File: src/rtl/cam_init_seq.sv
// Camera init sequencer: walks a register table, issues each entry to the SCCB
// setup stage and, for writes, reads the register back with a bounded retry.
module cam_init_seq #(
  parameter int TABLE_DEPTH = 128,
  parameter int IDX_W       = 7,
  parameter int VERIFY      = 1,
  parameter int MAX_RETRY   = 3
) (
  input  logic             clk,
  input  logic             rst_n,
  input  logic             start_i,
  output logic [IDX_W-1:0] tbl_idx_o,
  input  logic [16:0]      tbl_data_i,
  output logic [16:0]      rw_cmd_o,
  output logic             rw_cmd_valid_o,
  input  logic             rw_cmd_ready_i,
  input  logic [16:0]      rw_resp_i,
  input  logic             rw_resp_valid_i,
  output logic             busy_o,
  output logic             done_o,
  output logic             error_o,
  output logic [IDX_W-1:0] err_idx_o
);

  localparam int             RETRY_W    = $clog2(MAX_RETRY + 1);
  localparam logic [16:0]    END_MARK   = 17'h1FFFF;
  localparam logic [16:0]    DELAY_MARK = 17'h1F0F0;
  localparam logic [IDX_W:0] DEPTH_END  = (IDX_W + 1)'(TABLE_DEPTH);

  typedef enum logic [3:0] {
    IDLE, FETCH, LOAD, ISSUE, WAIT_RESP, VRFY_ISSUE, VRFY_WAIT, DONE, ERROR
  } state_e;

  state_e             state_q, state_d;
  logic [IDX_W:0]     idx_q, idx_d;
  logic [RETRY_W-1:0] retry_q, retry_d;
  logic [16:0]        entry_q, entry_d;
  logic [IDX_W-1:0]   tbl_idx_q, tbl_idx_d;
  logic [16:0]        cmd_q, cmd_d;
  logic               cmd_valid_q, cmd_valid_d;
  logic               busy_q, busy_d;
  logic               done_q, done_d;
  logic               error_q, error_d;
  logic [IDX_W-1:0]   err_idx_q, err_idx_d;

  logic [IDX_W:0]     idx_inc_s;
  logic [RETRY_W-1:0] retry_inc_s;
  logic               verify_req_s;

  assign idx_inc_s    = idx_q + (IDX_W + 1)'(1);
  assign retry_inc_s  = retry_q + RETRY_W'(1);
  assign verify_req_s = (VERIFY == 1) && entry_q[16] && (entry_q != DELAY_MARK);

  // Next-state and next-output logic for the sequencer.
  always_comb begin
    state_d     = state_q;
    idx_d       = idx_q;
    retry_d     = retry_q;
    entry_d     = entry_q;
    tbl_idx_d   = tbl_idx_q;
    cmd_d       = cmd_q;
    cmd_valid_d = cmd_valid_q;
    done_d      = done_q;
    error_d     = error_q;
    err_idx_d   = err_idx_q;
    case (state_q)
      IDLE, DONE, ERROR: begin
        if (start_i) begin
          idx_d     = '0;
          retry_d   = '0;
          done_d    = 1'b0;
          error_d   = 1'b0;
          tbl_idx_d = '0;
          state_d   = FETCH;
        end else begin
          state_d = state_q;
        end
      end
      FETCH: state_d = LOAD;
      LOAD: begin
        entry_d = tbl_data_i;
        if ((tbl_data_i == END_MARK) || (idx_q == DEPTH_END)) begin
          done_d  = 1'b1;
          state_d = DONE;
        end else begin
          cmd_d       = tbl_data_i;
          cmd_valid_d = 1'b1;
          state_d     = ISSUE;
        end
      end
      ISSUE, VRFY_ISSUE: begin
        if (cmd_valid_q && rw_cmd_ready_i) begin
          cmd_valid_d = 1'b0;
          state_d     = (state_q == ISSUE) ? WAIT_RESP : VRFY_WAIT;
        end else begin
          state_d = state_q;
        end
      end
      WAIT_RESP: begin
        if (!rw_resp_valid_i) begin
          state_d = state_q;
        end else if (verify_req_s) begin
          cmd_d       = {1'b0, entry_q[15:8], 8'h00};
          cmd_valid_d = 1'b1;
          state_d     = VRFY_ISSUE;
        end else begin
          idx_d     = idx_inc_s;
          retry_d   = '0;
          tbl_idx_d = idx_inc_s[IDX_W-1:0];
          state_d   = FETCH;
        end
      end
      VRFY_WAIT: begin
        // A mismatched readback rewrites the same entry until attempts run out.
        if (!rw_resp_valid_i) begin
          state_d = state_q;
        end else if (rw_resp_i[7:0] == entry_q[7:0]) begin
          idx_d     = idx_inc_s;
          retry_d   = '0;
          tbl_idx_d = idx_inc_s[IDX_W-1:0];
          state_d   = FETCH;
        end else if (32'(retry_inc_s) < MAX_RETRY) begin
          retry_d     = retry_inc_s;
          cmd_d       = entry_q;
          cmd_valid_d = 1'b1;
          state_d     = ISSUE;
        end else begin
          err_idx_d = idx_q[IDX_W-1:0];
          error_d   = 1'b1;
          state_d   = ERROR;
        end
      end
      default: state_d = IDLE;
    endcase
    busy_d = !(state_d inside {IDLE, DONE, ERROR});
  end

  // State and output registers.
  always_ff @(posedge clk or negedge rst_n) begin
    if (!rst_n) begin
      state_q     <= IDLE;
      idx_q       <= '0;
      retry_q     <= '0;
      entry_q     <= '0;
      tbl_idx_q   <= '0;
      cmd_q       <= '0;
      cmd_valid_q <= 1'b0;
      busy_q      <= 1'b0;
      done_q      <= 1'b0;
      error_q     <= 1'b0;
      err_idx_q   <= '0;
    end else begin
      state_q     <= state_d;
      idx_q       <= idx_d;
      retry_q     <= retry_d;
      entry_q     <= entry_d;
      tbl_idx_q   <= tbl_idx_d;
      cmd_q       <= cmd_d;
      cmd_valid_q <= cmd_valid_d;
      busy_q      <= busy_d;
      done_q      <= done_d;
      error_q     <= error_d;
      err_idx_q   <= err_idx_d;
    end
  end

  assign tbl_idx_o      = tbl_idx_q;
  assign rw_cmd_o       = cmd_q;
  assign rw_cmd_valid_o = cmd_valid_q;
  assign busy_o         = busy_q;
  assign done_o         = done_q;
  assign error_o        = error_q;
  assign err_idx_o      = err_idx_q;

endmodule

File: config.mk
export PLATFORM = sky130hd
export DESIGN_NAME = cam_init_seq
export DESIGN_NICKNAME = d
export VERILOG_FILES = /design/src/rtl/cam_init_seq.sv
export SDC_FILE = /design/constraint.sdc
export NUM_CORES = 1
export LEC_CHECK = 0
export BUFFER_PORTS_ARGS = -buffer_cell sky130_fd_sc_hd__clkbuf_2
export CAP_MARGIN = 20
export CORE_MARGIN = 3
export CORE_UTILIZATION = 55
export DETAILED_ROUTE_END_ITERATION = 16
export PLACE_DENSITY = 0.84
export SYNTH_ARGS = -nofsm -noshare
export SYNTH_HDL_FRONTEND = slang
export SYNTH_SLANG_ARGS = --single-unit
export TNS_END_PERCENT = 5
File: constraint.sdc
create_clock -name clk -period 4.6 [get_ports clk]
set_input_delay 0.23 -clock clk [delete_from_list [all_inputs] [get_ports clk]]
set_output_delay 0.23 -clock clk [all_outputs]
set_load 0.02 [all_outputs]
==> summary.md <==
| Metric | Value |
|---|---|
| Min Tclk post-route | `2670 ps` |
| Vias/cell | `5.82` |
| Postcts setup bufs | `0` |
| Cell area after synthesis | `0.00308 mm2` |
| Core area | `0.00527 mm2` |
| # diodes | `0` |
| Slew @ Worst Pin | `806 ps` |
| Overall routing resource usage | `0.242` |
| Clk slew on worst S/H paths | `70 ps` |
| Yosys warning count | `0` |
| Slew Limit Fails | `0` |
| Power Total | `2.46 mW` |
| Bufs on Longest Clock Path | `2` |
| CP Launch Type | `register` |
| Crit path kind | `register to register` |
| Critical-path maximum fanout | `14` |
| Number of hold buffers added after cts | `0` |
| Worst hold margin | `35.2 ps` |
| Die width | `80.8 um` |
| Final net count | `404` |
| Global route overflow | `0` |
| Reg2Reg Setup Slack | `1930 ps` |
| Fin crit share | `0.580` |
| Critical path buffers and inverters | `1` |
| Starting density of the core | `0.584` |
| Top delay family on crit path | `simple AND/OR/NAND/NOR gates` |
| Slew headroom | `0.461` |
| Fillers | `411` |
| Most used DFF post-synth | `dfrtp_1` |
| Leading cell type in the layout, fill and taps excluded | `clkbuf_2` |
| Worst hold path type | `primary input to asynchronous set/reset pin` |
| Die Height | `80.8 um` |
| Routed vias | `2,544` |
| # DRC | `0` |
| Sequential area share after synthesis | `0.479` |
| PwrDens | `671 mW/mm2` |
| Crit path DAT | `2960 ps` |
| Syn Inst Count | `304` |
| Slowest-stage cell, CP | `nor3b_2` |
| LEAKAGE | `1.81 nW` |
| RSZ-0062 raised after global routing | `false` |
| Setup TNS | `0 ps` |
| Async SR Flop Fraction | `1.00` |
| Port bufs | `64` |
| Peak supply drop | `0.446 mV` |
| WL final | `7.26 mm` |
| Row count | `26` |
| Number of global-route vias before repair | `2,538` |
| Post-synth EDFFs | `0` |
| Routability congestion estimate | `0.906` |
| Final hold vios | `0` |
| Setup crit end kind | `register` |
| Antenna Nets Post-Route | `0` |
| Placed cell area | `0.00340 mm2` |
| Wire length per cell | `16.6 um` |
| Syn avg cell area | `10.1 um2` |
| First-pass GRT wire length | `12.0 mm` |
| Post-synth net total | `346` |
| Proportion of layout cells with a drive suffix above 1 | `0.316` |
| Synthesis-to-layout area growth | `19.4%` |
| Max H-tree Level | `3` |
| Critical Path RT | `4900 ps` |
| Fmax achieved | `375 MHz` |
| Max_cap viols | `0` |
| Clock Skew | `8.67 ps` |
| Initial antenna violation count | `0` |
| CTS tree | `done` |
| Ports | `74` |
| CTS resizes | `0` |
| Drt first pass iters | `4` |
| Number of register bits inferred by synthesis | `59` |
| Final Instance Area | `0.00368 mm2` |
| Number of DRC markers in iteration 0 | `123` |
| Num Clock Sinks | `59` |
| Worst-Skew Late Latency | `350 ps` |
| Pin count of the biggest net entering global routing | `60` |
| CTS root buffer | `clkbuf_8` |
| Yosys cell types | `51` |
| Die area | `0.00653 mm2` |
| Num CTS Buffers | `9` |
| Most frequent cells in the layout | `clkbuf_2 (64), dfrtp_1 (59), nand2_1 (44)` |
| # setup viols final | `0` |
| Crit-path max cell delay | `750 ps` |
| Placed wire-length estimate | `4.89 mm` |
| Status | `completed` |
| Cell Chain, Critical Path | `nor3b_2, buf_4, nand2b_1, o31a_4, and3_2, a211oi_1, a31o_2` |
[cells by family (layout without fill, tap and decap cells)]
family | Yosys count | in the layout | synth area share
simple gates | 107 | 107 | 0.197
compound gates | 62 | 62 | 0.126
flops | 59 | 59 | 0.479
buf+inv | 32 | 95 | 0.0492
mux | 30 | 30 | 0.105
xor+xnor | 11 | 11 | 0.0313
fa+ha+maj | 3 | 3 | 0.0122
[routing by layer]
layer  share of wire  global-route usage
met1            0.43               0.310
met2            0.48               0.376
met3           0.060              0.0532
met4           0.029               0.147
met5               0                   0
[cell usage after synthesis, types with 6 or more instances]
| cell type | n | area [um2] |
|---|---|---|
| a21oi_1 | 13 | 65.1 |
| and3_1 | 10 | 62.6 |
| buf_4 | 7 | 52.6 |
| clkbuf_1 | 8 | 30.0 |
| dfrtp_1 | 59 | 1480 |
| inv_1 | 11 | 41.3 |
| mux2_2 | 19 | 214 |
| mux2i_1 | 11 | 110 |
| nand2_1 | 44 | 165 |
| nand3_1 | 6 | 30.0 |
| nand4_1 | 6 | 37.5 |
| nor2_1 | 10 | 37.5 |
| o21ai_0 | 27 | 135 |
| xor2_1 | 10 | 87.6 |
[worst paths after layout]
check                                             start                       end  cells past startpoint
worst max-delay path               state_q[2]$_DFF_PN0_      idx_q[3]$_DFFE_PN0P_                      7
worst min-delay path                              rst_n  err_idx_o[3]$_DFFE_PN0P_                      2
worst max register to register     state_q[2]$_DFF_PN0_      idx_q[3]$_DFFE_PN0P_                      7
worst min register to register  rw_cmd_o[2]$_DFFE_PN0P_   rw_cmd_o[2]$_DFFE_PN0P_                      2
max in group asynchronous                         rst_n    entry_q[0]$_DFFE_PN0P_                      2
min in group clk                          tbl_data_i[2]    entry_q[2]$_DFFE_PN0P_                      2
[layout make-up]
class	instances	area, um2	share of cell area
sequential	59	1480	0.402
multi-input combinational	213	1460	0.396
timing repair buffer	68	354	0.0963
clock buffer	12	165	0.0449
clock inverter	4	95.1	0.0259
tap	70	87.6	0.0238
inverter	11	41.3	0.0112
[registers in the layout (all words and copies together) (netlist names)]
signal	cells
done_o	1
state_q	4
rw_cmd_valid_o	1
rw_cmd_o	17
retry_q	2
err_idx_o	7
error_o	1
busy_o	1
idx_q	8
entry_q	17
[through the flow]
stage / utilization / setup slack (ps) / cells
4_1_cts: 0.695 / 1600 / 436
5_1_grt: 0.698 / 1750 / 437
3_3_place_gp: 0.646 / 1710 / 420
3_5_place_dp: 0.646 / 1630 / 420
2_1_floorplan: - / 2500 / 304
6_report: 0.698 / 1930 / 437
[worst reg2reg max path: stages, from the launching register on]
cell,delay [ps]
dfrtp_1,630
nor3b_2,750
buf_4,350
nand2b_1,110
o31a_4,140
and3_2,240
a211oi_1,260
a31o_2,140
[power by group]
group	internal (mW)	leakage, nW	switching (mW)
clock	0.403	0.133	0.209
combinational	0.396	0.935	0.554
sequential	0.714	0.744	0.189
Note: power is estimated with default switching activity, not from simulation.
